File: src/rtl/particle_field.sv
// Animated square-particle engine: sequential per-frame update sweep (one particle
// per clock) plus a registered pixel-vs-particle hit test for the colour mux.
module particle_field #(
  parameter int          N_PART = 16,
  parameter int          SIZE   = 10,
  parameter int          CX     = 320,
  parameter int          CY     = 280,
  parameter int          X_MIN  = 150,
  parameter int          X_MAX  = 490,
  parameter int          Y_MIN  = 120,
  parameter int          Y_MAX  = 360,
  parameter int          LIFE   = 64,
  parameter logic [15:0] SEED   = 16'hACE1
) (
  input  logic       clk,
  input  logic       reset,
  input  logic       frame_start,
  input  logic       pause,
  input  logic       mode,
  input  logic [9:0] pix_x,
  input  logic [9:0] pix_y,
  output logic       hit,
  output logic [4:0] hit_id,
  output logic       busy,
  output logic       missed
);
  localparam int KW = (N_PART > 1) ? $clog2(N_PART) : 1;
  localparam int AW = (LIFE > 1) ? $clog2(LIFE) : 1;
  localparam logic signed [10:0] XL = 11'(X_MIN);
  localparam logic signed [10:0] XH = 11'(X_MAX - SIZE);
  localparam logic signed [10:0] YL = 11'(Y_MIN);
  localparam logic signed [10:0] YH = 11'(Y_MAX - SIZE);

  typedef enum logic {IDLE, SWEEP} state_t;

  logic [9:0]        x_q   [N_PART];
  logic [9:0]        y_q   [N_PART];
  logic signed [3:0] vx_q  [N_PART];
  logic signed [3:0] vy_q  [N_PART];
  logic [AW-1:0]     age_q [N_PART];
  logic [15:0]       lfsr_q;
  state_t            state_q;
  logic [KW-1:0]     k_q;
  logic              hit_q, busy_q, missed_q;
  logic [4:0]        id_q;

  // Next state of the particle currently addressed by the sweep
  logic signed [10:0] cx, cy, nx, ny;
  logic [9:0]         x_d, y_d;
  logic signed [3:0]  vx_d, vy_d;
  logic [AW-1:0]      age_d;
  logic [15:0]        lfsr_d;
  logic               oxl, oxh, oyl, oyh, respawn;

  always_comb begin
    cx      = {1'b0, x_q[k_q]};
    cy      = {1'b0, y_q[k_q]};
    nx      = cx + {{7{vx_q[k_q][3]}}, vx_q[k_q]};
    ny      = cy + {{7{vy_q[k_q][3]}}, vy_q[k_q]};
    age_d   = age_q[k_q] + 1'b1;
    oxl     = nx < XL;
    oxh     = nx > XH;
    oyl     = ny < YL;
    oyh     = ny > YH;
    respawn = (age_d == '0) || (!mode && (oxl || oxh || oyl || oyh));
    x_d     = nx[9:0];
    y_d     = ny[9:0];
    vx_d    = vx_q[k_q];
    vy_d    = vy_q[k_q];
    lfsr_d  = lfsr_q;
    if (respawn) begin
      x_d    = 10'(CX);
      y_d    = 10'(CY);
      vx_d   = {lfsr_q[2], lfsr_q[2:0]};
      vy_d   = {lfsr_q[5], lfsr_q[5:3]};
      if (lfsr_q[5:0] == 6'd0) vx_d = 4'sd1;
      lfsr_d = (lfsr_q >> 1) ^ (lfsr_q[0] ? 16'hB400 : 16'h0000);
    end else begin
      // Only reachable out of bounds in bounce mode: clamp and reflect per axis
      if (oxl || oxh) begin
        x_d  = oxl ? XL[9:0] : XH[9:0];
        vx_d = -vx_q[k_q];
      end
      if (oyl || oyh) begin
        y_d  = oyl ? YL[9:0] : YH[9:0];
        vy_d = -vy_q[k_q];
      end
    end
  end

  // Hit test against live registers; scanning downward leaves the lowest index
  logic       hit_c;
  logic [4:0] id_c;
  logic [9:0] dx, dy;

  always_comb begin
    hit_c = 1'b0;
    id_c  = '0;
    dx    = '0;
    dy    = '0;
    for (int i = N_PART - 1; i >= 0; i--) begin
      dx = pix_x - x_q[i];
      dy = pix_y - y_q[i];
      if (dx < 10'(SIZE) && dy < 10'(SIZE)) begin
        hit_c = 1'b1;
        id_c  = 5'(i);
      end
    end
  end

  always_ff @(posedge clk) begin
    if (reset) begin
      for (int i = 0; i < N_PART; i++) begin
        x_q[i]   <= 10'(CX);
        y_q[i]   <= 10'(CY);
        vx_q[i]  <= 4'sd1;
        vy_q[i]  <= 4'sd0;
        age_q[i] <= AW'(i * (LIFE / N_PART));
      end
      lfsr_q   <= SEED;
      state_q  <= IDLE;
      k_q      <= '0;
      hit_q    <= 1'b0;
      id_q     <= '0;
      busy_q   <= 1'b0;
      missed_q <= 1'b0;
    end else begin
      hit_q <= hit_c;
      id_q  <= id_c;
      case (state_q)
        IDLE: if (frame_start && !pause) begin
          state_q <= SWEEP;
          k_q     <= '0;
          busy_q  <= 1'b1;
        end
        SWEEP: begin
          if (frame_start) missed_q <= 1'b1;
          x_q[k_q]   <= x_d;
          y_q[k_q]   <= y_d;
          vx_q[k_q]  <= vx_d;
          vy_q[k_q]  <= vy_d;
          age_q[k_q] <= age_d;
          lfsr_q     <= lfsr_d;
          if (k_q == KW'(N_PART - 1)) begin
            state_q <= IDLE;
            busy_q  <= 1'b0;
          end else begin
            k_q <= k_q + 1'b1;
          end
        end
        default: state_q <= IDLE;
      endcase
    end
  end

  assign hit    = hit_q;
  assign hit_id = id_q;
  assign busy   = busy_q;
  assign missed = missed_q;
endmodule

File: config.mk
export PLATFORM = sky130hd
export DESIGN_NAME = particle_field
export DESIGN_NICKNAME = d
export VERILOG_FILES = /design/src/rtl/particle_field.sv
export SDC_FILE = /design/constraint.sdc
export NUM_CORES = 1
export LEC_CHECK = 0
export ABC_AREA = 1
export ABC_CLOCK_PERIOD_IN_PS = 5500
export BUFFER_PORTS_ARGS = -buffer_cell sky130_fd_sc_hd__buf_2
export CAP_MARGIN = 20
export CELL_PAD_IN_SITES_DETAIL_PLACEMENT = 2
export CELL_PAD_IN_SITES_GLOBAL_PLACEMENT = 2
export CORE_ASPECT_RATIO = 0.75
export CORE_UTILIZATION = 30
export DETAILED_ROUTE_END_ITERATION = 10
export PLACE_DENSITY = 0.63
export SLEW_MARGIN = 20
export SYNTH_ARGS = -nofsm -noshare
export SYNTH_HDL_FRONTEND = slang
export SYNTH_SLANG_ARGS = --single-unit
export TNS_END_PERCENT = 100
File: constraint.sdc
create_clock -name clk -period 5.5 [get_ports clk]
set_clock_uncertainty 0.15 [all_clocks]
set_input_delay 0.275 -clock clk [delete_from_list [all_inputs] [get_ports clk]]
set_output_delay 0.275 -clock clk [all_outputs]
set_load 0.02 [all_outputs]
After elaboration in Yosys (flattened, before gate mapping)
Memory sizes are Yosys's and may differ from the RTL's. A register that Yosys moved wholly into a read port is not among the register bits.
Index checks and enable logic that the tools add are counted.

storage, ports and cells
  output and inout port bits = 8
  bits in read-only memories = 0
  input port bits = 25
  memories kept = 5
  bits in registers = 29
  memory bits (writable) = 544
  latch bits = 0

cells by class
  reduce and logical (&&, ||, !) cells = 41
  shift operators = 0
  order comparisons = 36
  multiplexer cells = 82
  $add $sub $neg = 38
  div/mod/pow operators = 0
  eq/ne operators = 4
  multipliers = 0
  bitwise operators = 2

memory list
  memory  depth  bits a word  read ports  clocked after memory_dff  write ports  RTL line  text
  x_q     16     10           17          1                         16           36        logic [9:0] x_q [N_PART];
  y_q     16     10           17          1                         16           37        logic [9:0] y_q [N_PART];
  age_q   16     6            1           1                         16           40        logic [AW-1:0] age_q [N_PART];
  vx_q    16     4            1           1                         16           38        logic signed [3:0] vx_q [N_PART];
  vy_q    16     4            1           1                         16           39        logic signed [3:0] vy_q [N_PART];

operators by type and width
  kind                    count
  $lt A10 B4 Y1 const B   32
  $sub A10 B10 Y10        32
  $mux W4                 32
  $mux W10                6
  $mux W1                 31
  $add A10 B11 Y11        2
  $gt A11 B10 Y1 const B  2
  $reduce_or A10 Y1       2
  $logic_and A1 B1 Y1     18
  $mux W9                 2
  $mux W16                1
  $reduce_or A16 Y1       1
  $xor A15 B16 Y16        1
  $logic_not A6 Y1        2
  $mux W3                 4
  $lt A11 B8 Y1 const B   1
  $lt A11 B9 Y1 const B   1
  $reduce_or A9 Y1        1
  $neg A4 Y4              2
  $pmux W4 S2             1
  $reduce_and A2 Y1       4
  $reduce_or A4 Y1        2
  $add A6 B1 Y6 const B   1
  $mux W6                 1
  other kinds (13)        21

Longest topological paths before layout
An unclocked memory read counts as a cell.

  word-level depth = 20
  gate-level depth with buffers = 35
  mapped depth without buffers = 28

Least setup slack after synthesis
Ideal clock, no wire load.

  path kind = register to register
  start point = register with a tool-made name
  end point = memory vy_q[4][1] (data pin)
  setup slack = 0.171 ns
  period minus slack after synthesis = 5.329 ns
  arrival time = 4.913 ns
  required time = 5.084 ns
  library setup time = 0.266 ns
  cell stages (with the launch flop) = 34
  cells stage by stage = dfxtp_1 > buf_4 > buf_6 > buf_6 > buf_6 > buf_4 > clkbuf_1 > buf_2 > clkbuf_1 > buf_1 > a21oi_1 > o221ai_1 > o21ai_0 > fa_1 > nand3_1 > nand2_1 > a21oi_1 > o21bai_2 > nand3_1 > nand2_1 > xor2_1 > a21oi_1 > nand2_1 > nand2_2 > nor2_4 > nand2_1 > nand2_2 > nand2_4 > inv_2 > buf_6 > nand2_1 > o21ai_4 > buf_6 > nor2_1

RTL lines
  element    RTL line
  to (decl)  39

==> metrics <==
synthesized area per cell=8.29 sq um; HPWL after DPL=141000 um; Die W=425 um; CTS root buf=clkbuf_16; total CTS buffers=68; switching power=5.12 mW; DRT antenna net count=0; largest net degree at the start of global routing=90; clock slew at reported path FFs=0.06 ns; number of max-cap violations=0; r2r setup slk=0.12 ns; layout cells sized above 1=9.07%; Starting Density=30.2%; Pre-antenna DRT Iters=5; global-route wire length before repair=267000 um; CP max FO=24; PD cells=303 nW/um^2; run status=finished clean; Vert. Die Dim=319 um; mapped cell area=40300 sq um; nature of the critical path endpoint=flop; crit path time final=5.38 ns; via count=36400; fmax=0.186 GHz; Data required, critical path=5.76 ns; Comb power frac=30.0%; Post-synth EDFFs=544; synth unique cells=64; commonest non-fill, non-tap cell in the layout=nand2_1; Yosys top cell by area=edfxtp_1; initial antenna violation count=11; Yosys warnings=0; Top Ports=33; Worst path max stage delay=0.52 ns; number of global-route vias before repair=37600; leakage=19.7 nW; Sink Count=576; area of the multi-input gates=20300 sq um; row cnt=116; Synth Register Bits=576; Clk network pwr share=34.6%; P_int=9.01 mW; Avg Vias per Cell=5.32; Worst VDD drop=0.291 mV; slew of the pin with the lowest slew margin=1.02 ns; Startpoint Class=flop; slowest cell on the critical path=fa_1; Clock Path Buffers=3; WL per Instance=27.3 um; Residual DRC=0; crit-path most repeated cell=nand2_1; crit path setup slack, layout=0.124 ns; GPL Wtd Cong=0.905; post-route clock period utilization=97.7%; violation count after the first detailed-route iteration=2783; final net count=5361; ranking of synthesized cells by area=edfxtp_1 (41%), ha_1 (8.8%), nand2_1 (8.3%); sequential element share of the synthesized area=42.1%; Sw Ratio=36.2%; Post-synth ARST share=0%; GRT overflow=0; final wirelength=186000 um; Post-Syn Instances=4863; CTS tree=yes; Clk Latency, worst-skew pair=0.70 ns; CP Class=flop to flop; HP Class=flop to flop; most frequent cells in the layout=nand2_1 (871), inv_1 (626), nor2_1 (601); top_reg_cell synth=edfxtp_1; Die ar.=136000 sq um; PortBufs=31; Seq pwr share=35.4%; Setup TNS=0 ns; final hold viol count=0; Hold Path Origin=busy; ant diodes=0; CTS HTree Levels=3; Setup WS pre-CTS=-0.198 ns; Setup violations, final=0; CORE AREA=133000 sq um; Finished Core Util=35.0%; Critical Path AT=5.64 ns; Storage cell area=17000 sq um; Total GRT Usage=27.1%; P&R area growth vs syn=15.7%; Yosys top cell area share=40.5%; slew margin rel.=31.9%; Slew Limit Fails=0; # fillers=15000
-- critical path: cells and delay by family (launching register included) --
| family | cells | cell delay (ns) |
|---|---|---|
| buf+inv | 6 | 1.17 |
| xor+xnor | 1 | 0.20 |
| flops | 1 | 0.36 |
| fa+ha+maj | 1 | 0.52 |
| compound gates | 5 | 0.95 |
| simple gates | 12 | 1.67 |
-- synthesized netlist by cell type (9+ instances only) --
library cell	instances
a21o_1	12
a21oi_1	475
buf_1	16
buf_2	42
buf_4	10
buf_6	13
clkbuf_1	115
dfxtp_1	32
edfxtp_1	544
fa_1	34
ha_1	284
inv_1	626
inv_2	10
mux2i_1	51
nand2_1	891
nand2_2	9
nand3_1	225
nand3b_1	10
nand4_1	51
nor2_1	602
nor3_1	24
o2111ai_1	10
o211ai_1	69
o21a_1	14
o21ai_0	308
o21ai_1	18
o21bai_1	28
o221ai_1	42
o22ai_1	15
or2_2	24
xnor2_1	60
xor2_1	123
-- timing repair --
item	in CTS	in global routing
cloned	0	3
setup buffers	4	1
pin swaps	0	3
setup endpoints to repair	296	401
gates resized for setup	4	29
endpoints found under the hold margin	15	0
hold buffers	4	0
-- per-stage QoR --
step	hold WS (ns)	area [sq um]	total power, mW	std cells
after floorplan	0.194	40400	7.26	4895
after global placement	0.296	44000	9.12	6704
after detailed placement	0.316	44000	9.19	6705
after CTS	0.272	46400	14.1	6836
after global routing	0.335	46600	14.6	6841
final	0.317	46600	14.1	6841
-- cell families after synthesis --
logic type / share of synthesized area [%]
compound gates: 14.7
simple gates: 19.1
buf+inv: 8.29
other cells: 0.00931
xor+xnor: 4.06
mux: 1.27
fa+ha+maj: 10.5
flops: 42.1
-- per-layer routing --
metal / share of wire (%) / wire [um] / global-route usage, % / vias to the layer above
met5: 0 / 0 / 0 / -
met4: 2.0 / 3780 / 5.48 / 0
met3: 5.0 / 9310 / 2.63 / 170
met2: 44 / 81700 / 41.8 / 878
met1: 49 / 91700 / 40.6 / 18600
li1: - / - / - / 16700
-- path summary, 6_finish.rpt --
path	end	depth (start not counted)
max	y_q[15][4]	25
min	busy	2
max reg2reg	y_q[15][4]	25
min reg2reg	busy	2
-- registers in the layout, indices dropped and copies added, names as in the netlist, named ones only --
signal	count
missed	1
hit	1
state_q	1
busy	1
hit_id	4
vx_q	64
y_q	160
age_q	96
x_q	160
vy_q	64
lfsr_q	16
k_q	4
-- power by group through the flow --
stage,registers (mW),clock network [mW],logic [mW]
6_report,5.00,4.89,4.24
2_1_floorplan,5.06,0,2.20
3_3_place_gp,5.10,0,4.02
3_5_place_dp,5.10,0,4.09
4_1_cts,5.00,4.94,4.13
5_1_grt,5.01,5.09,4.50
-- area by class of cell --
cell class / count / area share (%)
Multi-Input combinational cell: 3480 / 43.5
Inverter: 644 / 5.19
Clock inverter: 47 / 1.23
Sequential cell: 576 / 36.4
Tap cell: 1770 / 4.75
Timing Repair Buffer: 248 / 5.22
Clock buffer: 76 / 3.71
Note: power is estimated with default switching activity, not from simulation.
